### config.mk
export PLATFORM = sky130hd
export DESIGN_NAME = bus_arbiter_rr
export DESIGN_NICKNAME = d
export VERILOG_FILES = /design/src/rtl/bus_arbiter_rr.sv
export SDC_FILE = /design/constraint.sdc
export NUM_CORES = 1
export LEC_CHECK = 0
export ABC_AREA = 1
export CORE_AREA = 2 2 39 41
export CTS_CLUSTER_SIZE = 16
export DETAILED_ROUTE_END_ITERATION = 10
export DIE_AREA = 0 0 41 43
export GPL_TIMING_DRIVEN = 0
export PLACE_DENSITY = 0.54
export SLEW_MARGIN = 40
export SYNTH_ARGS = -nofsm -noshare
export SYNTH_HDL_FRONTEND = slang
export SYNTH_SLANG_ARGS = --single-unit
export TNS_END_PERCENT = 30
### constraint.sdc
create_clock -name clk -period 3.2 [get_ports clk]
set_clock_uncertainty 0.05 [all_clocks]
set_input_delay 0.96 -clock clk [delete_from_list [all_inputs] [get_ports clk]]
set_output_delay 0.96 -clock clk [all_outputs]
set_load 0.05 [all_outputs]
### src/rtl/bus_arbiter_rr.sv
// Two-master round-robin bus arbiter with registered, state-decoded grants.
// Optional hold-timeout under contention is enabled by defining ARB_TIMEOUT_EN.
module bus_arbiter_rr #(
  parameter int unsigned MAX_HOLD = 16
) (
  input  logic clk,
  input  logic reset_n,
  input  logic m0_req,
  input  logic m1_req,
  output logic m0_grant,
  output logic m1_grant,
  output logic m_sel,
  output logic arb_busy
);

  typedef enum logic [1:0] {
    IDLE   = 2'd0,
    GRANT0 = 2'd1,
    GRANT1 = 2'd2
  } state_e;

  localparam logic [7:0] HOLD_LAST = 8'(MAX_HOLD - 1);

  state_e state_q, state_d;
  logic   last_grant_q, last_grant_d;
  logic   contended;
  logic   hold_expired;

  assign contended = m0_req & m1_req;

`ifdef ARB_TIMEOUT_EN
  logic [7:0] hold_cnt_q, hold_cnt_d;

  assign hold_expired = contended && (hold_cnt_q == HOLD_LAST);

  always_comb begin
    hold_cnt_d = hold_cnt_q;
    if (state_d != state_q) begin
      hold_cnt_d = '0;
    end else if ((state_q == GRANT0 || state_q == GRANT1) && contended) begin
      hold_cnt_d = hold_cnt_q + 8'd1;
    end
  end

  always_ff @(posedge clk or negedge reset_n) begin
    if (!reset_n) begin
      hold_cnt_q <= '0;
    end else begin
      hold_cnt_q <= hold_cnt_d;
    end
  end
`else
  logic unused_hold_cfg;

  assign hold_expired    = 1'b0;
  assign unused_hold_cfg = ^HOLD_LAST;
`endif

  // State register; last_grant resets to 1 so master 0 wins the first tie.
  always_ff @(posedge clk or negedge reset_n) begin
    if (!reset_n) begin
      state_q      <= IDLE;
      last_grant_q <= 1'b1;
    end else begin
      state_q      <= state_d;
      last_grant_q <= last_grant_d;
    end
  end

  always_comb begin
    state_d = state_q;
    case (state_q)
      IDLE: begin
        if (contended) begin
          state_d = last_grant_q ? GRANT0 : GRANT1;
        end else if (m0_req) begin
          state_d = GRANT0;
        end else if (m1_req) begin
          state_d = GRANT1;
        end
      end
      GRANT0: begin
        if (!m0_req) begin
          state_d = m1_req ? GRANT1 : IDLE;
        end else if (hold_expired) begin
          state_d = GRANT1;
        end
      end
      GRANT1: begin
        if (!m1_req) begin
          state_d = m0_req ? GRANT0 : IDLE;
        end else if (hold_expired) begin
          state_d = GRANT0;
        end
      end
      default: state_d = IDLE;
    endcase
  end

  always_comb begin
    last_grant_d = last_grant_q;
    if (state_d == GRANT0) begin
      last_grant_d = 1'b0;
    end else if (state_d == GRANT1) begin
      last_grant_d = 1'b1;
    end
  end

  always_comb begin
    m0_grant = 1'b0;
    m1_grant = 1'b0;
    m_sel    = 1'b0;
    arb_busy = 1'b0;
    case (state_q)
      GRANT0: begin
        m0_grant = 1'b1;
        arb_busy = 1'b1;
      end
      GRANT1: begin
        m1_grant = 1'b1;
        m_sel    = 1'b1;
        arb_busy = 1'b1;
      end
      default: ;
    endcase
  end

endmodule

# After elaboration in Yosys (flattened, before gate mapping)
# Index checks and enable logic that the tools add are counted.
totals:
  regBits: 3
  input_bits: 4
  word_cells: 24
op_classes:
  n_eq_ne: 4
  muxes: 14
  bitwise: 1
  reduce_logical: 3
op_table:
  columns: ["cell", "n"]
  rows:
  - ["2-bit two-way mux", 7]
  - ["1-bit two-way mux", 6]
  - ["2-bit one-hot mux with 3 select lines", 1]
  - ["2-bit by 1-bit == test with 1-bit output, second input constant", 2]
  - ["2-bit == test, second input constant", 2]
  - ["2-bit logical NOT", 1]
  - ["2-bit nonzero test", 1]
  - ["2-bit OR reduction", 1]
  - ["1-bit bitwise AND", 1]

# Depth between registers and ports, before layout
# Gate-level depths: netlist of the first run.
depth:
  word_depth: 7
  ltp_mapped: 9
  ltp_nobuf: 9

# Least setup slack after synthesis of the first run
# OpenSTA, ideal clock, no wires.
synth_timing:
  path_type: "flip-flop to output port"
  from: "reg state_q[0]"
  to: "out m_sel"
  arrival_ns: 1.322
  slack_ns: 0.868
  stages_incl_launch_ff: 4
  path_buffers: 1
  path_cell_list: "dfrtp_1 inv_1 ha_1 buf_4"
synth_via:
  elab_chain_cells: 2
synth_rtl:
  columns: ["item", "line_no", "source"]
  rows:
  - ["start, declared", "24", "state_e state_q, state_d;"]
  - ["start signal, assigned", "65", "state_q <= state_d;"]
  - ["2-bit == test", null, null]
  - ["1-bit two-way mux", null, null]
  - ["end, declared", "12", "output logic m_sel,"]
# No other way between the ends.

# Final worst setup path of the first run
layout_timing:
  from: "reg state_q[0]"
  to: "out m_sel"
layout_via:
  elab_chain_cells: 2
layout_rtl:
  columns: ["item", "line_no", "source"]
  rows:
  - ["2-bit == test", "114", "case (state_q)"]
  - ["1-bit two-way mux", "114", null]
# No other way between the ends.

==> impl_summary.txt, run 1 <==
----------------------------------------------------
[Run status]
  Run status ... complete, no violations

[Yosys]
  Most frequent cell after synthesis ... sky130_fd_sc_hd__nand2_1
  Share of flip-flops with an asynchronous set or reset after synthesis ... 100%
  Sequential element share of the synthesized area ... 27.1%
  Total of flip-flops plus latches after synthesis ... 3
  Area share of the largest cell type after synthesis ... 26.7%
  Cell Area, Synth ... 282 µm²
  Syn Inst Count ... 39
  Top cells by area, synth ... sky130_fd_sc_hd__ha_1 (27%), sky130_fd_sc_hd__dfrtp_1 (18%), sky130_fd_sc_hd__nand2_1 (15%), sky130_fd_sc_hd__nand3_1 (11%), sky130_fd_sc_hd__dfstp_2 (9.3%)
  Prevailing post-synth register cell ... sky130_fd_sc_hd__dfrtp_1
  Count of yosys warnings during synthesis ... 0
  Number of enable-type register cells in the synthesized netlist ... 0
  Net count after synthesis ... 49
  Post-synthesis average cell area ... 7.22 µm²
  List of most frequent post-synthesis cells ... sky130_fd_sc_hd__nand2_1 (11), sky130_fd_sc_hd__ha_1 (6), sky130_fd_sc_hd__nand3_1 (6)
  Post-synthesis cell type count ... 12
  Top cell type by total area after synthesis ... sky130_fd_sc_hd__ha_1

[Setup path]
  Maximum fanout encountered on the critical timing path ... 5
  Launch point of the worst path ... state_q[0]
  Library cell contributing the largest single delay on the critical path ... sky130_fd_sc_hd__clkdlybuf4s50_1
  Critical path data required time ... 2.19 ns
  Setup slack, reg-to-reg ... 1.57 ns
  Classification of the worst setup path ... flip-flop to primary output
  Number of buffers and inverters on the critical path ... 3
  Startpoint of the most critical register-to-register path ... state_q[0]
  Setup crit start kind ... flip-flop
  Sort of element at the end of the critical path ... primary output
  R2R cell count ... 8
  Worst R2R End ... last_grant_q
  Delay of the slowest critical-path stage ... 0.78 ns
  List of cells traversed by the critical path ... inv_1 > ha_1 > buf_4 > clkdlybuf4s50_1
  Data arrival time of the worst path ... 1.91 ns
  Cell type group with the largest total delay on the critical path ... buffers and inverters

[Min path]
  Min-Delay Endpoint ... last_grant_q
  Worst min path class ... flip-flop to flip-flop
  Worst hold path cell count ... 2
  Startpoint of the lowest-slack hold path ... last_grant_q

[Flow run]
  Max cap viols ... 0

[CTS]
  Post-CTS setup buffer count ... 0
  Cts hold-fix bufs ... 0
  Clk buf depth ... 2
  CTS root buf ... sky130_fd_sc_hd__clkbuf_4
  Number of H-tree branching levels ... 1
  TritonCTS sink count ... 3
  CTS tree ... done
  Number of buffers created by CTS ... 3
  Clock-pin slew on the worst setup and hold paths ... 0.03 ns
  Resize count post-CTS ... 0
  Clock insertion delay at the later pin of the skew report ... 0.23 ns

[Final layout]
  Final instance area ... 398 µm²
  Layout net count ... 61
  Area delta synth->final ... 41.3%
  Antenna fix cells ... 0
  Fraction of layout instances using a drive strength above 1 ... 14.0%
  Number of standard cells in the final layout excluding fillers ... 66

[Floorplanning]
  Area of the die ... 0.00176 mm²
  Placement row count ... 14
  Die extent in y ... 43 µm
  Number of top-level pins ... 8
  Area of the core ... 0.00138 mm²
  DIE WIDTH ... 41 µm
  Initial standard-cell utilization of the core ... 20.3%

[Global routing]
  Via count of the first global-routing pass ... 233
  Total track usage ... 6.65%
  Remaining global-route overflow ... 0
  Global-route wire length before repair ... 800 µm
  Maximum number of pins on one net before global-route repair ... 6
  Number of antenna violations at the first check in global routing ... 0

[Timing]
  Part of the cycle the worst path needs ... 91.2%
  Final Hold Violating Endpoints ... 0
  Minimum hold slack ... 0.431 ns
  Minimum clock period after layout ... 2.92 ns
  RSZ-0062 raised after global routing ... false
  Tightest Pin Transition ... 0.489 ns
  Highest clock frequency the design can meet ... 343 MHz
  Pins Over Slew Limit ... 0
  Setup total negative slack ... 0 ns
  Slew margin rel. ... 67.3%
  Number of setup violations in the final report ... 0

[Detailed routing]
  Routed Antenna Nets ... 0
  Aggregate routed wire length ... 487 µm
  Drc violations ... 0
  Vias ... 265
  First-pass iteration count of the detailed router ... 1
  First-iteration detailed-routing DRC count ... 0
  Via-to-Cell Ratio ... 4.02
  Detailed-route wire length per cell ... 7.38 µm

[Placement]
  Gp weighted congestion ... 0.689
  IO Port Bufs ... 7
  Placed instance count ... 62
  Standard cell area after detailed placement ... 372 µm²
  DP HPWL ... 404 µm

[Power]
  Worst IR drop on VDD ... 0.000268 V
  Post-layout power ... 0.421 mW
  Power density over cell area ... 1060 mW/mm²
  Leakage power of the design ... 0.207 nW

----------------------------------------------------
[through the flow]
step	worst slack, ns	util (%)
2_1_floorplan	0.868	-
3_3_place_gp	0.525	26.9
3_5_place_dp	0.514	26.9
4_1_cts	0.262	28.8
5_1_grt	0.174	28.8
6_report	0.282	28.8
[final cells by class]
type	count	area (µm²)
multi-input cells	29	175
inverters	6	22.5
plain buffers	1	7.51
fillers	155	986
well taps	16	20.0
clock buffers	4	26.3
flip-flops and latches	3	76.3
repair buffers	7	70.1
[worst register-to-register path, stage by stage, from the launching register on]
cell and delay [ns]:
sky130_fd_sc_hd__dfrtp_1 0.40, sky130_fd_sc_hd__inv_1 0.11, sky130_fd_sc_hd__ha_1 0.25, sky130_fd_sc_hd__nand3_1 0.09, sky130_fd_sc_hd__nand3_1 0.07, sky130_fd_sc_hd__nand2_1 0.06, sky130_fd_sc_hd__inv_1 0.05, sky130_fd_sc_hd__ha_1 0.29
sky130_fd_sc_hd__o21ai_0 0.17
[registers in the layout (all words and copies together) (netlist names)]
name	flops
state_q	2
last_grant_q	1
[layout by cell type, fill, tap and decap left out, drive strengths merged]
cell,instances
buf,1
clkbuf,4
clkdlybuf4s50,7
dfrtp,2
dfstp,1
ha,6
inv,6
nand2,11
nand3,6
nor2,3
o21ai,3
[logic make-up (layout without fill, tap and decap cells)]
| logic type | after synthesis | after routing | synth area share [%] |
|---|---|---|---|
| simple gates | 20 | 20 | 30.2 |
| buf+inv | 7 | 18 | 10.7 |
| fa+ha+maj | 6 | 6 | 26.7 |
| compound gates | 3 | 3 | 5.33 |
| flops | 3 | 3 | 27.1 |
[power breakdown]
part	total, mW	internal [mW]	switching (mW)
clock	0.0637	0.0466	0.0171
combinational	0.279	0.101	0.178
sequential	0.0788	0.0620	0.0168
[worst max path at each step]
stage                        to  slack, ns  cells after the start
after floorplan           m_sel       0.87                      3
after global placement    m_sel       0.53                      4
after detailed placement  m_sel       0.51                      4
after CTS                 m_sel       0.26                      4
after global routing      m_sel       0.17                      4
final                     m_sel       0.28                      4
[routing by layer]
metal	up-vias	track usage [%]	wire, µm
met5	-	0	0
met4	0	6.00	0
met3	0	0	24
met2	5	9.38	241
met1	117	8.77	221
li1	143	-	-
No activity file was read; power rests on OpenSTA's default activity.
==> inputs of run 2 (changes only) <==
--- a/config.mk
+++ b/config.mk
@@ -7,7 +7,7 @@
 export LEC_CHECK = 0
 export ABC_AREA = 1
 export CORE_AREA = 2 2 39 41
-export CTS_CLUSTER_SIZE = 16
+export CTS_CLUSTER_SIZE = 10
 export DETAILED_ROUTE_END_ITERATION = 10
 export DIE_AREA = 0 0 41 43
 export GPL_TIMING_DRIVEN = 0
==> results of run 2 <==
The final DEF is identical to that of run 1; final timing and power are the same.
